--- config.mk ---
export PLATFORM = sky130hd
export DESIGN_NAME = io_driver_host
export DESIGN_NICKNAME = d
export VERILOG_FILES = /design/src/rtl/io_driver_host.sv
export SDC_FILE = /design/constraint.sdc
export NUM_CORES = 1
export LEC_CHECK = 0
export ABC_AREA = 1
export CORE_MARGIN = 2
export CORE_UTILIZATION = 25
export CTS_CLUSTER_SIZE = 28
export DETAILED_ROUTE_END_ITERATION = 10
export DONT_BUFFER_PORTS = 1
export HOLD_SLACK_MARGIN = 0.02
export PLACE_DENSITY = 0.43
export SYNTH_ARGS = -nofsm -noshare
export SYNTH_HDL_FRONTEND = slang
export SYNTH_SLANG_ARGS = --single-unit
--- constraint.sdc ---
create_clock -name s_clk -period 3.64 [get_ports s_clk]
set_input_delay 0.91 -clock s_clk [delete_from_list [all_inputs] [get_ports s_clk]]
set_output_delay 0.91 -clock s_clk [all_outputs]
set_load 0.02 [all_outputs]
--- src/rtl/io_driver_host.sv ---
// -----------------------------------------------------------------------------
// io_driver_host
// MCU-side initiator for the FPGA pin-driver command bus. It accepts one local
// command at a time and turns it into a bus transaction:
//   op 1 : SPI bit write  (tx words shifted out on MOSI, LSB first)
//   op 2 : SPI bit read   (MISO collected into rx words, LSB first)
//   op 3..6 : control requests strobed with process_rqst; ops 3..5 then wait
//             for the FPGA to drop and raise req_done again
//   op 0/7 : invalid, answered with an immediate done and no bus activity
//
// Ports
//   s_clk, reset            : clock, asynchronous active-high reset
//   cmd_valid/cmd_ready     : command handshake (ready only while idle)
//   cmd_op/fpga/addr/len    : command fields, latched on accept
//   tx_data/tx_valid        : write word source; tx_ready pulses one cycle
//                             after the word has been taken
//   rx_data/rx_valid        : read word sink, one-cycle pulse, no backpressure
//   busy, done, timeout_err : status (done is a pulse, timeout_err is sticky
//                             until the next accepted command)
//   SCK/MOSI/MISO           : SPI bit lanes
//   CS_addr/addr/request    : bus select, pin index and request code
//   process_rqst/req_done   : control strobe and FPGA completion flag
//
// All outputs are registered: one combinational block computes the next value
// of every register, one sequential block stores them.
// -----------------------------------------------------------------------------
module io_driver_host #(
    parameter int         SCK_HALF     = 4,
    parameter int         SETUP_CYC    = 4,
    parameter int         PULSE_CYC    = 8,
    parameter int         LOW_WAIT     = 64,
    parameter int         TIMEOUT_CYC  = 65535,
    parameter logic [1:0] IDLE_CS_ADDR = 2'd0
) (
    input  logic        s_clk,
    input  logic        reset,
    input  logic        cmd_valid,
    output logic        cmd_ready,
    input  logic [2:0]  cmd_op,
    input  logic [1:0]  cmd_fpga,
    input  logic [3:0]  cmd_addr,
    input  logic [15:0] cmd_len,
    input  logic [15:0] tx_data,
    input  logic        tx_valid,
    output logic        tx_ready,
    output logic [15:0] rx_data,
    output logic        rx_valid,
    output logic        busy,
    output logic        done,
    output logic        timeout_err,
    output logic        SCK,
    output logic        MOSI,
    input  logic        MISO,
    output logic [1:0]  CS_addr,
    output logic [3:0]  addr,
    output logic [2:0]  request,
    output logic        process_rqst,
    input  logic        req_done
);

    function automatic int max_of(input int a, input int b);
        return (a > b) ? a : b;
    endfunction

    localparam int MAX_CYC = max_of(max_of(max_of(SCK_HALF, SETUP_CYC),
                                           max_of(PULSE_CYC, LOW_WAIT)),
                                    TIMEOUT_CYC);
    localparam int TIMER_W = $clog2(MAX_CYC + 1);

    localparam logic [TIMER_W-1:0] TMR_ZERO   = {TIMER_W{1'b0}};
    localparam logic [TIMER_W-1:0] TMR_ONE    = TIMER_W'(1);
    localparam logic [TIMER_W-1:0] SCK_LAST   = TIMER_W'(SCK_HALF - 1);
    localparam logic [TIMER_W-1:0] SETUP_LAST = TIMER_W'(SETUP_CYC - 1);
    localparam logic [TIMER_W-1:0] PULSE_LAST = TIMER_W'(PULSE_CYC - 1);
    localparam logic [TIMER_W-1:0] LOW_LAST   = TIMER_W'(LOW_WAIT - 1);
    localparam logic [TIMER_W-1:0] TO_LAST    = TIMER_W'(TIMEOUT_CYC - 1);

    localparam logic [2:0] OP_WRITE = 3'd1;
    localparam logic [2:0] OP_READ  = 3'd2;
    localparam logic [2:0] OP_CLKO  = 3'd6;

    typedef enum logic [2:0] {
        ST_IDLE      = 3'd0,
        ST_SETUP     = 3'd1,
        ST_SCK_LOW   = 3'd2,
        ST_SCK_HIGH  = 3'd3,
        ST_PULSE     = 3'd4,
        ST_WAIT_LOW  = 3'd5,
        ST_WAIT_HIGH = 3'd6,
        ST_HOLD      = 3'd7
    } state_t;

    function automatic logic op_is_valid(input logic [2:0] op);
        return (op != 3'd0) && (op != 3'd7);
    endfunction

    state_t               state_r, state_s;
    logic [TIMER_W-1:0]   timer_r, timer_s;
    logic [2:0]           op_r, op_s;
    logic [15:0]          remaining_r, remaining_s;
    logic [3:0]           bit_idx_r, bit_idx_s;
    logic [14:0]          shift_r, shift_s;      // bits still to send after MOSI
    logic [15:0]          rx_word_r, rx_word_s;
    logic                 fetch_pend_r, fetch_pend_s;
    logic                 rd_meta_r, rd_sync_r;

    logic                 cmd_ready_r, cmd_ready_s;
    logic                 tx_ready_r, tx_ready_s;
    logic [15:0]          rx_data_r, rx_data_s;
    logic                 rx_valid_r, rx_valid_s;
    logic                 busy_r, busy_s;
    logic                 done_r, done_s;
    logic                 timeout_err_r, timeout_err_s;
    logic                 sck_r, sck_s;
    logic                 mosi_r, mosi_s;
    logic [1:0]           cs_addr_r, cs_addr_s;
    logic [3:0]           addr_r, addr_s;
    logic [2:0]           request_r, request_s;
    logic                 process_rqst_r, process_rqst_s;

    // Two-stage synchronizer for the FPGA completion flag; idles high.
    always_ff @(posedge s_clk or posedge reset) begin
        if (reset) begin
            rd_meta_r <= 1'b1;
            rd_sync_r <= 1'b1;
        end else begin
            rd_meta_r <= req_done;
            rd_sync_r <= rd_meta_r;
        end
    end

    // Next-state and next-output computation for the whole transaction FSM.
    always_comb begin
        state_s        = state_r;
        timer_s        = timer_r + TMR_ONE;
        op_s           = op_r;
        remaining_s    = remaining_r;
        bit_idx_s      = bit_idx_r;
        shift_s        = shift_r;
        rx_word_s      = rx_word_r;
        fetch_pend_s   = fetch_pend_r;
        tx_ready_s     = 1'b0;
        rx_data_s      = rx_data_r;
        rx_valid_s     = 1'b0;
        done_s         = 1'b0;
        timeout_err_s  = timeout_err_r;
        sck_s          = sck_r;
        mosi_s         = mosi_r;
        cs_addr_s      = cs_addr_r;
        addr_s         = addr_r;
        request_s      = request_r;
        process_rqst_s = process_rqst_r;

        case (state_r)
            ST_IDLE: begin
                timer_s = TMR_ZERO;
                if (cmd_valid && cmd_ready_r) begin
                    timeout_err_s = 1'b0;
                    op_s          = cmd_op;
                    remaining_s   = cmd_len;
                    bit_idx_s     = 4'd0;
                    shift_s       = 15'd0;
                    rx_word_s     = 16'd0;
                    fetch_pend_s  = 1'b0;
                    if (op_is_valid(cmd_op)) begin
                        state_s   = ST_SETUP;
                        cs_addr_s = cmd_fpga;
                        addr_s    = cmd_addr;
                        request_s = cmd_op;
                    end else begin
                        // Invalid op: answer at once, never touch the bus.
                        done_s = 1'b1;
                    end
                end else begin
                    state_s = ST_IDLE;
                end
            end

            ST_SETUP: begin
                if (timer_r == SETUP_LAST) begin
                    timer_s = TMR_ZERO;
                    if ((op_r == OP_WRITE) || (op_r == OP_READ)) begin
                        if (remaining_r == 16'd0) begin
                            state_s = ST_HOLD;
                        end else begin
                            state_s      = ST_SCK_LOW;
                            fetch_pend_s = (op_r == OP_WRITE);
                        end
                    end else begin
                        state_s        = ST_PULSE;
                        process_rqst_s = 1'b1;
                    end
                end else begin
                    state_s = ST_SETUP;
                end
            end

            ST_SCK_LOW: begin
                if (fetch_pend_r) begin
                    // Word boundary: the low phase only starts once a word
                    // is in hand; SCK simply stays low while we wait.
                    timer_s = timer_r;
                    if (tx_valid) begin
                        tx_ready_s   = 1'b1;
                        mosi_s       = tx_data[0];
                        shift_s      = tx_data[15:1];
                        fetch_pend_s = 1'b0;
                        timer_s      = TMR_ZERO;
                    end else begin
                        fetch_pend_s = 1'b1;
                    end
                end else if (timer_r == SCK_LAST) begin
                    state_s = ST_SCK_HIGH;
                    sck_s   = 1'b1;
                    timer_s = TMR_ZERO;
                end else begin
                    state_s = ST_SCK_LOW;
                end
            end

            ST_SCK_HIGH: begin
                if (timer_r == SCK_LAST) begin
                    timer_s     = TMR_ZERO;
                    sck_s       = 1'b0;
                    remaining_s = remaining_r - 16'd1;
                    bit_idx_s   = bit_idx_r + 4'd1;
                    if (op_r == OP_READ) begin
                        // The FPGA updates its data on our rising edge, so
                        // the end of the high phase is the safest sample point.
                        rx_word_s[bit_idx_r] = MISO;
                        if ((bit_idx_r == 4'd15) || (remaining_r == 16'd1)) begin
                            rx_valid_s = 1'b1;
                            rx_data_s  = rx_word_s;
                            rx_word_s  = 16'd0;
                        end else begin
                            rx_valid_s = 1'b0;
                        end
                    end else begin
                        rx_valid_s = 1'b0;
                    end
                    if (remaining_r == 16'd1) begin
                        state_s = ST_HOLD;
                    end else begin
                        state_s = ST_SCK_LOW;
                        if (op_r == OP_WRITE) begin
                            mosi_s       = shift_r[0];
                            shift_s      = {1'b0, shift_r[14:1]};
                            fetch_pend_s = (bit_idx_r == 4'd15);
                        end else begin
                            mosi_s = 1'b0;
                        end
                    end
                end else begin
                    state_s = ST_SCK_HIGH;
                end
            end

            ST_PULSE: begin
                if (timer_r == PULSE_LAST) begin
                    timer_s        = TMR_ZERO;
                    process_rqst_s = 1'b0;
                    // Clock output has no completion handshake.
                    state_s        = (op_r == OP_CLKO) ? ST_HOLD : ST_WAIT_LOW;
                end else begin
                    state_s = ST_PULSE;
                end
            end

            ST_WAIT_LOW: begin
                // A very short request may finish before the low level is
                // ever seen; running out the window is therefore not an error.
                if ((rd_sync_r == 1'b0) || (timer_r == LOW_LAST)) begin
                    state_s = ST_WAIT_HIGH;
                    timer_s = TMR_ZERO;
                end else begin
                    state_s = ST_WAIT_LOW;
                end
            end

            ST_WAIT_HIGH: begin
                if (rd_sync_r == 1'b1) begin
                    state_s = ST_HOLD;
                    timer_s = TMR_ZERO;
                end else if (timer_r == TO_LAST) begin
                    state_s       = ST_HOLD;
                    timer_s       = TMR_ZERO;
                    timeout_err_s = 1'b1;
                end else begin
                    state_s = ST_WAIT_HIGH;
                end
            end

            ST_HOLD: begin
                if (timer_r == SETUP_LAST) begin
                    state_s   = ST_IDLE;
                    timer_s   = TMR_ZERO;
                    cs_addr_s = IDLE_CS_ADDR;
                    request_s = 3'd0;
                    mosi_s    = 1'b0;
                    done_s    = 1'b1;
                end else begin
                    state_s = ST_HOLD;
                end
            end

            default: begin
                state_s        = ST_IDLE;
                timer_s        = TMR_ZERO;
                sck_s          = 1'b0;
                mosi_s         = 1'b0;
                cs_addr_s      = IDLE_CS_ADDR;
                request_s      = 3'd0;
                process_rqst_s = 1'b0;
            end
        endcase

        busy_s      = (state_s != ST_IDLE);
        cmd_ready_s = (state_s == ST_IDLE);
    end

    // State, datapath and registered outputs.
    always_ff @(posedge s_clk or posedge reset) begin
        if (reset) begin
            state_r        <= ST_IDLE;
            timer_r        <= TMR_ZERO;
            op_r           <= 3'd0;
            remaining_r    <= 16'd0;
            bit_idx_r      <= 4'd0;
            shift_r        <= 15'd0;
            rx_word_r      <= 16'd0;
            fetch_pend_r   <= 1'b0;
            cmd_ready_r    <= 1'b1;
            tx_ready_r     <= 1'b0;
            rx_data_r      <= 16'd0;
            rx_valid_r     <= 1'b0;
            busy_r         <= 1'b0;
            done_r         <= 1'b0;
            timeout_err_r  <= 1'b0;
            sck_r          <= 1'b0;
            mosi_r         <= 1'b0;
            cs_addr_r      <= IDLE_CS_ADDR;
            addr_r         <= 4'd0;
            request_r      <= 3'd0;
            process_rqst_r <= 1'b0;
        end else begin
            state_r        <= state_s;
            timer_r        <= timer_s;
            op_r           <= op_s;
            remaining_r    <= remaining_s;
            bit_idx_r      <= bit_idx_s;
            shift_r        <= shift_s;
            rx_word_r      <= rx_word_s;
            fetch_pend_r   <= fetch_pend_s;
            cmd_ready_r    <= cmd_ready_s;
            tx_ready_r     <= tx_ready_s;
            rx_data_r      <= rx_data_s;
            rx_valid_r     <= rx_valid_s;
            busy_r         <= busy_s;
            done_r         <= done_s;
            timeout_err_r  <= timeout_err_s;
            sck_r          <= sck_s;
            mosi_r         <= mosi_s;
            cs_addr_r      <= cs_addr_s;
            addr_r         <= addr_s;
            request_r      <= request_s;
            process_rqst_r <= process_rqst_s;
        end
    end

    assign cmd_ready    = cmd_ready_r;
    assign tx_ready     = tx_ready_r;
    assign rx_data      = rx_data_r;
    assign rx_valid     = rx_valid_r;
    assign busy         = busy_r;
    assign done         = done_r;
    assign timeout_err  = timeout_err_r;
    assign SCK          = sck_r;
    assign MOSI         = mosi_r;
    assign CS_addr      = cs_addr_r;
    assign addr         = addr_r;
    assign request      = request_r;
    assign process_rqst = process_rqst_r;

endmodule

==> impl_metrics.json, run 1 <==
{
  "global_route.overflow_total": 0,
  "ant_nets": 0,
  "grt_antenna_before_repair": 2,
  "cpMaxStageDelayCell": "sky130_fd_sc_hd__nor2_4",
  "drt_wl_total_um": 16400,
  "finalMaxSlewViolations": 0,
  "clock-root-buffer": "sky130_fd_sc_hd__clkbuf_16",
  "clock_skew_ns": 0.0169,
  "cp_top_family": "simple AND/OR/NAND/NOR gates",
  "worstPathMaxFanout": 19,
  "die_width_um": 159,
  "synth.avg_cell_area_um2": 7.96,
  "firstDrtPassIters": 4,
  "status": "finished clean",
  "layout_commonest_cell": "sky130_fd_sc_hd__nand2_1",
  "finalNetCount": 805,
  "via_to_cell_ratio": 4.53,
  "design.die.area_mm2": 0.0253,
  "wl_per_cell_um": 15.3,
  "globalplace.congestion": 0.795,
  "rsz0062_at_grt": "false",
  "cts.reportedPaths.clkPinSlew_ns": 0.08,
  "synth-adder-area-share": 0.0187,
  "cts-root-to-sink-buffers": 2,
  "share_of_synthesized_area_spent_on_multiplexers": 0.00748,
  "reported_max_cap_violation_count": 0,
  "ys_ff_latch": 110,
  "numPortBuffers": 0,
  "global_route_wire_length_before_repair_um": 26800,
  "worstSetupStartpointType": "flip-flop",
  "async_flop_share": 1.00,
  "synthesis.nets": 812,
  "yosys_most_used_dff": "sky130_fd_sc_hd__dfrtp_1",
  "yosysUniqueCellTypes": 41,
  "cts_resized": 0,
  "first_global_vias": 4686,
  "slew_headroom": 0.450,
  "cp-end-kind": "flip-flop",
  "design.core.area_mm2": 0.0235,
  "worst_hold_startpoint": "rd_meta_r",
  "finalSetupViolCount": 0,
  "effective_utilization_at_floorplan": 0.256,
  "timing.critical_path.cells": "nand2_2 -> nor2_4 -> inv_2 -> nor2_2 -> nand3_4 -> inv_2 -> nand2_1 -> nand2_1",
  "synth_warnings": 0,
  "complex_gate_fraction_of_the_synthesized_area": 0.156,
  "number_of_enable_flip_flop_cells_after_synthesis": 0,
  "post-route-min-period_ns": 2.42,
  "synth_top_family_by_area": "simple AND/OR/NAND/NOR gates",
  "via_count": 4864,
  "startpoint": "state_r[0]",
  "synthXorXnorAreaFrac": 0.0116,
  "clock_latency_ns": 0.37,
  "grt_start_max_net_pins": 45,
  "finalCritPeriodShare": 0.666,
  "worstPathRequired_ns": 3.94,
  "hold_buffers": 0,
  "post_route_cells_drive_above_1_share": 0.0995,
  "die-height_um": 159,
  "worst_slack_ns": 1.22,
  "power.ir.vdd_worst_uv": 208,
  "numCtsBuffers": 9,
  "postCtsSetupRepairBufs": 0,
  "clkSinkCount": 110,
  "timing_worst_slew_pin_value_ns": 0.823,
  "drcViolationCount": 0,
  "r2r_start": "state_r[0]",
  "track_usage": 0.132,
  "h_tree_depth": 3,
  "layout_common_cells": "sky130_fd_sc_hd__nand2_1, sky130_fd_sc_hd__dfrtp_1, sky130_fd_sc_hd__nor2_1",
  "drt-initial-drc-count": 233,
  "nFillCells": 2603,
  "dpl_worst_slack_ns": 1.18,
  "timing.setup.critical_path_class": "flip-flop to flip-flop",
  "timing.setup.tns_ns": 0,
  "post-dp-hpwl_um": 11800,
  "cts_tree": "yes",
  "critPathArrivalTime_ns": 2.72,
  "hold_viol_final": 0,
  "buffers_plus_inverters_on_the_worst_setup_path": 2,
  "synth_area_mm2": 0.00602,
  "syn2layout_area_growth_pct": 10.3,
  "worst_hold_path_class": "flip-flop to flip-flop",
  "fmax_ghz": 0.413,
  "syn_inst": 756,
  "max_stage_delay_ns": 0.48,
  "power.static_leakage_nw": 2.87,
  "boundaryPins": 81,
  "synthSimpleGateAreaFrac": 0.279,
  "fp-row-count": 56,
  "yosysSeqAreaShare": 0.458,
  "number_of_antenna_cells_inserted": 0,
  "powerDensity_mw_per_mm2": 361
}
==> metal layers <==
layer	vias up	routed length, µm	global-route usage	share of wire
li1	2484	-	-	-
met1	2287	8140	0.182	0.50
met2	79	7220	0.198	0.44
met3	10	889	0.0456	0.054
met4	4	139	0.0310	0.0085
met5	-	27	0	0.0016
==> flip-flops by register name (all words and copies together) (netlist names), 2 cells and up <==
signal / cells
remaining_r: 16
rx_data: 16
rx_word_r: 16
timer_r: 16
shift_r: 15
addr: 4
bit_idx_r: 4
op_r: 3
request: 3
state_r: 3
CS_addr: 2
==> report_power, final <==
part	internal (mW)	leakage (nW)	switching, mW	total (mW)
Clock	0.627	0.155	0.497	1.12
Combinational	0.00902	1.34	0.0346	0.0436
Sequential	1.22	1.37	0.00239	1.23
==> area by class of cell <==
cell class / instances / area (µm²) / area share
multi-input combinational: 556 / 2850 / 0.429
clock inverter: 6 / 92.6 / 0.0139
timing repair buffer: 5 / 50.0 / 0.00754
clock buffer: 10 / 239 / 0.0360
tap: 319 / 399 / 0.0601
sequential: 110 / 2760 / 0.415
inverter: 67 / 255 / 0.0385
==> worst paths after layout <==
check / to / slack [ns] / cells past startpoint
setup / recovery: rx_data[10] / 1.22 / 8
hold / removal: rd_sync_r / 0.37 / 0
setup reg to reg: rx_data[10] / 1.22 / 8
hold reg to reg: rd_sync_r / 0.37 / 0
max in group asynchronous: bit_idx_r[1] / 2.32 / 2
min in group asynchronous: CS_addr[1] / 0.57 / 1
==> worst register-to-register path, delay by kind of cell, from the launching register on <==
family | cells | cell delay (ns)
flops | 1 | 0.46
simple gates | 6 | 1.31
buf+inv | 2 | 0.62
==> cells in the mapped netlist (2+ instances only) <==
| master | number | share of area |
|---|---|---|
| sky130_fd_sc_hd__a21oi_1 | 31 | 0.026 |
| sky130_fd_sc_hd__a21oi_2 | 7 | 0.010 |
| sky130_fd_sc_hd__a22oi_1 | 16 | 0.020 |
| sky130_fd_sc_hd__a31oi_1 | 5 | 0.0052 |
| sky130_fd_sc_hd__buf_2 | 11 | 0.0091 |
| sky130_fd_sc_hd__buf_6 | 6 | 0.011 |
| sky130_fd_sc_hd__clkbuf_1 | 4 | 0.0025 |
| sky130_fd_sc_hd__dfrtp_1 | 107 | 0.44 |
| sky130_fd_sc_hd__dfstp_2 | 3 | 0.013 |
| sky130_fd_sc_hd__ha_1 | 9 | 0.019 |
| sky130_fd_sc_hd__inv_1 | 62 | 0.039 |
| sky130_fd_sc_hd__inv_2 | 5 | 0.0031 |
| sky130_fd_sc_hd__mux2_2 | 4 | 0.0075 |
| sky130_fd_sc_hd__nand2_1 | 193 | 0.12 |
| sky130_fd_sc_hd__nand2_2 | 7 | 0.0073 |
| sky130_fd_sc_hd__nand2_4 | 3 | 0.0056 |
| sky130_fd_sc_hd__nand3_1 | 51 | 0.042 |
| sky130_fd_sc_hd__nand3_4 | 2 | 0.0058 |
| sky130_fd_sc_hd__nand4_1 | 8 | 0.0083 |
| sky130_fd_sc_hd__nor2_1 | 79 | 0.049 |
| sky130_fd_sc_hd__nor2_2 | 12 | 0.012 |
| sky130_fd_sc_hd__nor2_4 | 4 | 0.0075 |
| sky130_fd_sc_hd__nor2_8 | 2 | 0.0067 |
| sky130_fd_sc_hd__nor3_1 | 10 | 0.0083 |
| sky130_fd_sc_hd__o211ai_1 | 5 | 0.0062 |
| sky130_fd_sc_hd__o21ai_0 | 75 | 0.062 |
| sky130_fd_sc_hd__o21ai_1 | 7 | 0.0058 |
| sky130_fd_sc_hd__o221ai_1 | 3 | 0.0044 |
| sky130_fd_sc_hd__o22ai_1 | 7 | 0.0073 |
| sky130_fd_sc_hd__xor2_1 | 7 | 0.010 |
==> kinds of logic (layout without fill, tap and decap cells) <==
family                   count (synthesis)  after routing
XOR/XNOR                                 8              8
multiplexers                             4              4
AO/OA/AOI/OAI                          160            160
adder cells (fa/ha/maj)                  9              9
flip-flops                             110            110
buffers and inverters                   90             88
AND/OR/NAND/NOR                        375            375
==> stage by stage <==
step	hold slack, ns	util	total power, mW	instances	instance area, µm²
after CTS	0.378	0.282	2.44	1073	6640
after global placement	0.365	0.268	1.30	1057	6310
after detailed placement	0.366	0.268	1.30	1057	6310
final	0.372	0.282	2.39	1073	6640
after floorplan	0.345	-	1.28	756	6020
after global routing	0.388	0.282	2.50	1073	6640
Note: power is estimated with default switching activity, not from simulation.
==> run 2: changes to the inputs <==
--- a/config.mk
+++ b/config.mk
@@ -5,7 +5,7 @@
 export SDC_FILE = /design/constraint.sdc
 export NUM_CORES = 1
 export LEC_CHECK = 0
-export ABC_AREA = 1
+export ABC_AREA = 0
 export CORE_MARGIN = 2
 export CORE_UTILIZATION = 25
 export CTS_CLUSTER_SIZE = 28
==> constraint.sdc (replaced) <==
create_clock -name s_clk -period 2.2 [get_ports s_clk]
set_input_delay 0.55 -clock s_clk [delete_from_list [all_inputs] [get_ports s_clk]]
set_output_delay 0.55 -clock s_clk [all_outputs]
set_load 0.02 [all_outputs]
==> run 2 against run 1 <==
Effect of this change:
- the flow now finishes with violations (setup timing)
- first-iteration DRC count rose by 25%
- die area rose by 0.38%
- flip-flop and latch count did not move
- core utilization rose by 2.2 points
- clock skew fell by 0.0037 ns
- critical path depth did not move
- maximum frequency rose by 9.9%
- global-route usage rose by 0.092 points
- sequential share of layout area fell by 3.2 points
- critical endpoint is now timer_r[6]
- largest power group unchanged
- highest routed layer is now met4
==> impl_metrics.json, run 2 <==
{
  "via_count": 5011,
  "stdcell_area_mm2": 0.00719,
  "powerDensity_mw_per_mm2": 831,
  "cp_top_family": "simple AND/OR/NAND/NOR gates",
  "first_global_vias": 5136,
  "clock_skew_ns": 0.0131,
  "r2r_setup_slack_ns": -0.006,
  "syn_inst": 660,
  "startpoint": "timer_r[1]",
  "totalPowerFinal_mw": 5.97,
  "worst_hold_path_class": "input port to asynchronous set/reset pin",
  "hold_buffers": 0,
  "clock_latency_ns": 0.36,
  "global_route_wire_length_before_repair_um": 27400,
  "placement.cell_area_mm2": 0.00682,
  "fp-row-count": 56,
  "wl_per_cell_um": 16.4,
  "r2r_start": "timer_r[1]",
  "max_stage_delay_ns": 0.43,
  "rsz0062_at_grt": "true",
  "die_width_um": 159,
  "boundaryPins": 81,
  "numCtsBuffers": 9,
  "number_of_antenna_cells_inserted": 0,
  "worst-r2r-cell-count": 8,
  "grt_antenna_before_repair": 0,
  "h_tree_depth": 3,
  "worstPathRequired_ns": 2.41,
  "power.static_leakage_nw": 3.23,
  "hold_viol_final": 0,
  "fin_hold_ws_ns": 0.0743,
  "yosysUniqueCellTypes": 63,
  "yosysSeqAreaShare": 0.456,
  "finalSetupViolCount": 1,
  "timing_worst_slew_pin_value_ns": 0.508,
  "worst_slack_ns": -0.00633,
  "design.die.area_mm2": 0.0254,
  "drt_wl_total_um": 16700,
  "post-route-min-period_ns": 2.21,
  "synth_most_common_cell": "sky130_fd_sc_hd__dfrtp_1",
  "timing.critical_path.cells": "ha_4 -> nor4b_4 -> nand4_2 -> or3_1 -> a211o_1 -> buf_12 -> or2b_1 -> a31oi_1",
  "post_route_cells_drive_above_1_share": 0.189,
  "finalCritPeriodShare": 1.00,
  "buffers_plus_inverters_on_the_worst_setup_path": 1,
  "ys_ff_latch": 110,
  "clkSinkCount": 110,
  "failing_checks": "setup timing",
  "synth_top_area_cell": "sky130_fd_sc_hd__dfrtp_1",
  "nFillCells": 2468,
  "critPathArrivalTime_ns": 2.42,
  "reported_max_cap_violation_count": 0,
  "syn2layout_area_growth_pct": 18.9,
  "post-dp-hpwl_um": 12100,
  "fmax_ghz": 0.453,
  "timing.setup.critical_path_class": "flip-flop to flip-flop",
  "firstDrtPassIters": 5,
  "cpMaxStageDelayCell": "sky130_fd_sc_hd__dfrtp_1",
  "ant_nets": 0,
  "cts-root-to-sink-buffers": 2,
  "synth_warnings": 0,
  "synth_common_cells": "sky130_fd_sc_hd__dfrtp_1, sky130_fd_sc_hd__o21ai_0, sky130_fd_sc_hd__nand2_1, sky130_fd_sc_hd__nor2_1, sky130_fd_sc_hd__a21oi_1",
  "worstSetupEndpoint": "timer_r[6]",
  "layout_commonest_cell": "sky130_fd_sc_hd__dfrtp_1",
  "finalNetCount": 750,
  "cts_tree": "yes",
  "numPortBuffers": 0,
  "cts.reportedPaths.clkPinSlew_ns": 0.09,
  "cp-end-kind": "flip-flop",
  "placed_cells_incl_taps": 1000,
  "worstPathMaxFanout": 23,
  "synth_top_cell_area_share": 0.443,
  "synth_area_mm2": 0.00604,
  "dpl_worst_slack_ns": -0.0837,
  "drt-initial-drc-count": 292,
  "global_route.overflow_total": 0,
  "finalMaxSlewViolations": 0,
  "drcViolationCount": 0,
  "design.core.area_mm2": 0.0236,
  "worstSetupStartpointType": "flip-flop",
  "status": "complete, but fails checks",
  "regToRegEndpoint": "timer_r[6]",
  "yosys_most_used_dff": "sky130_fd_sc_hd__dfrtp_1",
  "via_to_cell_ratio": 4.93,
  "track_usage": 0.133,
  "grt_start_max_net_pins": 55,
  "slew_headroom": 0.658,
  "synthTopCellsByArea": "sky130_fd_sc_hd__dfrtp_1, sky130_fd_sc_hd__o21ai_0, sky130_fd_sc_hd__mux2i_1",
  "async_flop_share": 1.00,
  "synth.avg_cell_area_um2": 9.15,
  "critical_path_depth": 8,
  "synthesis.nets": 716,
  "final_cells": 1017,
  "globalplace.congestion": 0.882,
  "layout_common_cells": "sky130_fd_sc_hd__dfrtp_1, sky130_fd_sc_hd__o21ai_0, sky130_fd_sc_hd__nand2_1",
  "effective_utilization_at_floorplan": 0.256,
  "clock-root-buffer": "sky130_fd_sc_hd__clkbuf_16",
  "power.ir.vdd_worst_uv": 351,
  "die-height_um": 159,
  "number_of_enable_flip_flop_cells_after_synthesis": 0
}
==> run 2: changes by cell type after synthesis, sizes merged, moves of 10 or more <==
| cell | delta |
|---|---|
| nand2 | -132 |
| inv | -52 |
| nor2 | -42 |
| mux2i | +33 |
| clkbuf | +27 |
| mux2 | +20 |
| nand3 | -20 |
| nor2b | +12 |
| a22oi | -11 |
| a21oi | +10 |
==> run 2: power by group <==
part           internal, mW  total (mW)  switching [mW]
logic                 0.813        1.82            1.01
clock network         0.904        1.74           0.832
registers              2.19        2.42           0.224
total                  3.91        5.97            2.06
==> run 2: what timing repair did <==
item	CTS	global route
hold endpoints to repair	0	0
endpoints found under the setup margin	41	65
gates resized for setup	1	10
pin swaps	4	5
buffers inserted	2	0
==> run 2: routing by layer <==
| layer | up-vias | wire [µm] | GRT usage |
|---|---|---|---|
| met3 | 18 | 902 | 0.0391 |
| met5 | - | 0 | 0 |
| met1 | 2470 | 7440 | 0.167 |
| met2 | 101 | 8040 | 0.220 |
| met4 | 0 | 287 | 0.0397 |
| li1 | 2422 | - | - |
==> run 2: worst reg2reg max path: stages (launching register included) <==
cell,delay (ns)
sky130_fd_sc_hd__dfrtp_1,0.43
sky130_fd_sc_hd__ha_4,0.16
sky130_fd_sc_hd__nor4b_4,0.25
sky130_fd_sc_hd__nand4_2,0.14
sky130_fd_sc_hd__or3_1,0.37
sky130_fd_sc_hd__a211o_1,0.30
sky130_fd_sc_hd__buf_12,0.17
sky130_fd_sc_hd__or2b_1,0.17
sky130_fd_sc_hd__a31oi_1,0.08
==> run 2: worst min-delay path by stage <==
stage | endpoint | depth (start not counted) | from | slack (ns)
global route | rx_data[11] | 1 | reset | 0.08
detailed placement | rd_sync_r | 0 | rd_meta_r | 0.35
finish | rx_data[12] | 1 | reset | 0.07
floorplan | rd_sync_r | 0 | rd_meta_r | 0.35
CTS | rx_data[12] | 1 | reset | 0.08
global placement | rd_sync_r | 0 | rd_meta_r | 0.35
==> run 2: kinds of logic (layout without fill, tap and decap cells) <==
logic type	count (synthesis)	count (layout)	synth area share
XOR/XNOR	4	4	0.00580
flip-flops	110	110	0.456
AND/OR/NAND/NOR	248	248	0.210
multiplexers	57	57	0.0994
adder cells (fa/ha/maj)	9	9	0.0186
buffers and inverters	60	98	0.0435
AO/OA/AOI/OAI	172	172	0.166
==> run 2: through the flow <==
step	util	setup TNS (ns)
after global placement	0.289	-0.270
after detailed placement	0.289	-1.82
after global routing	0.304	-3.17
after floorplan	-	-0.00894
after CTS	0.303	-0.0368
final	0.304	-0.00633
==> run 2: area by class of cell <==
type                       count  area, µm²  share of cell area
sequential                   110       2760               0.384
clock buffer                   9        225              0.0313
multi-input combinational    490       3090               0.430
tap                          319        399              0.0555
clock inverter                 6       80.1              0.0111
timing repair buffer          68        577              0.0803
inverter                      15       60.1             0.00836
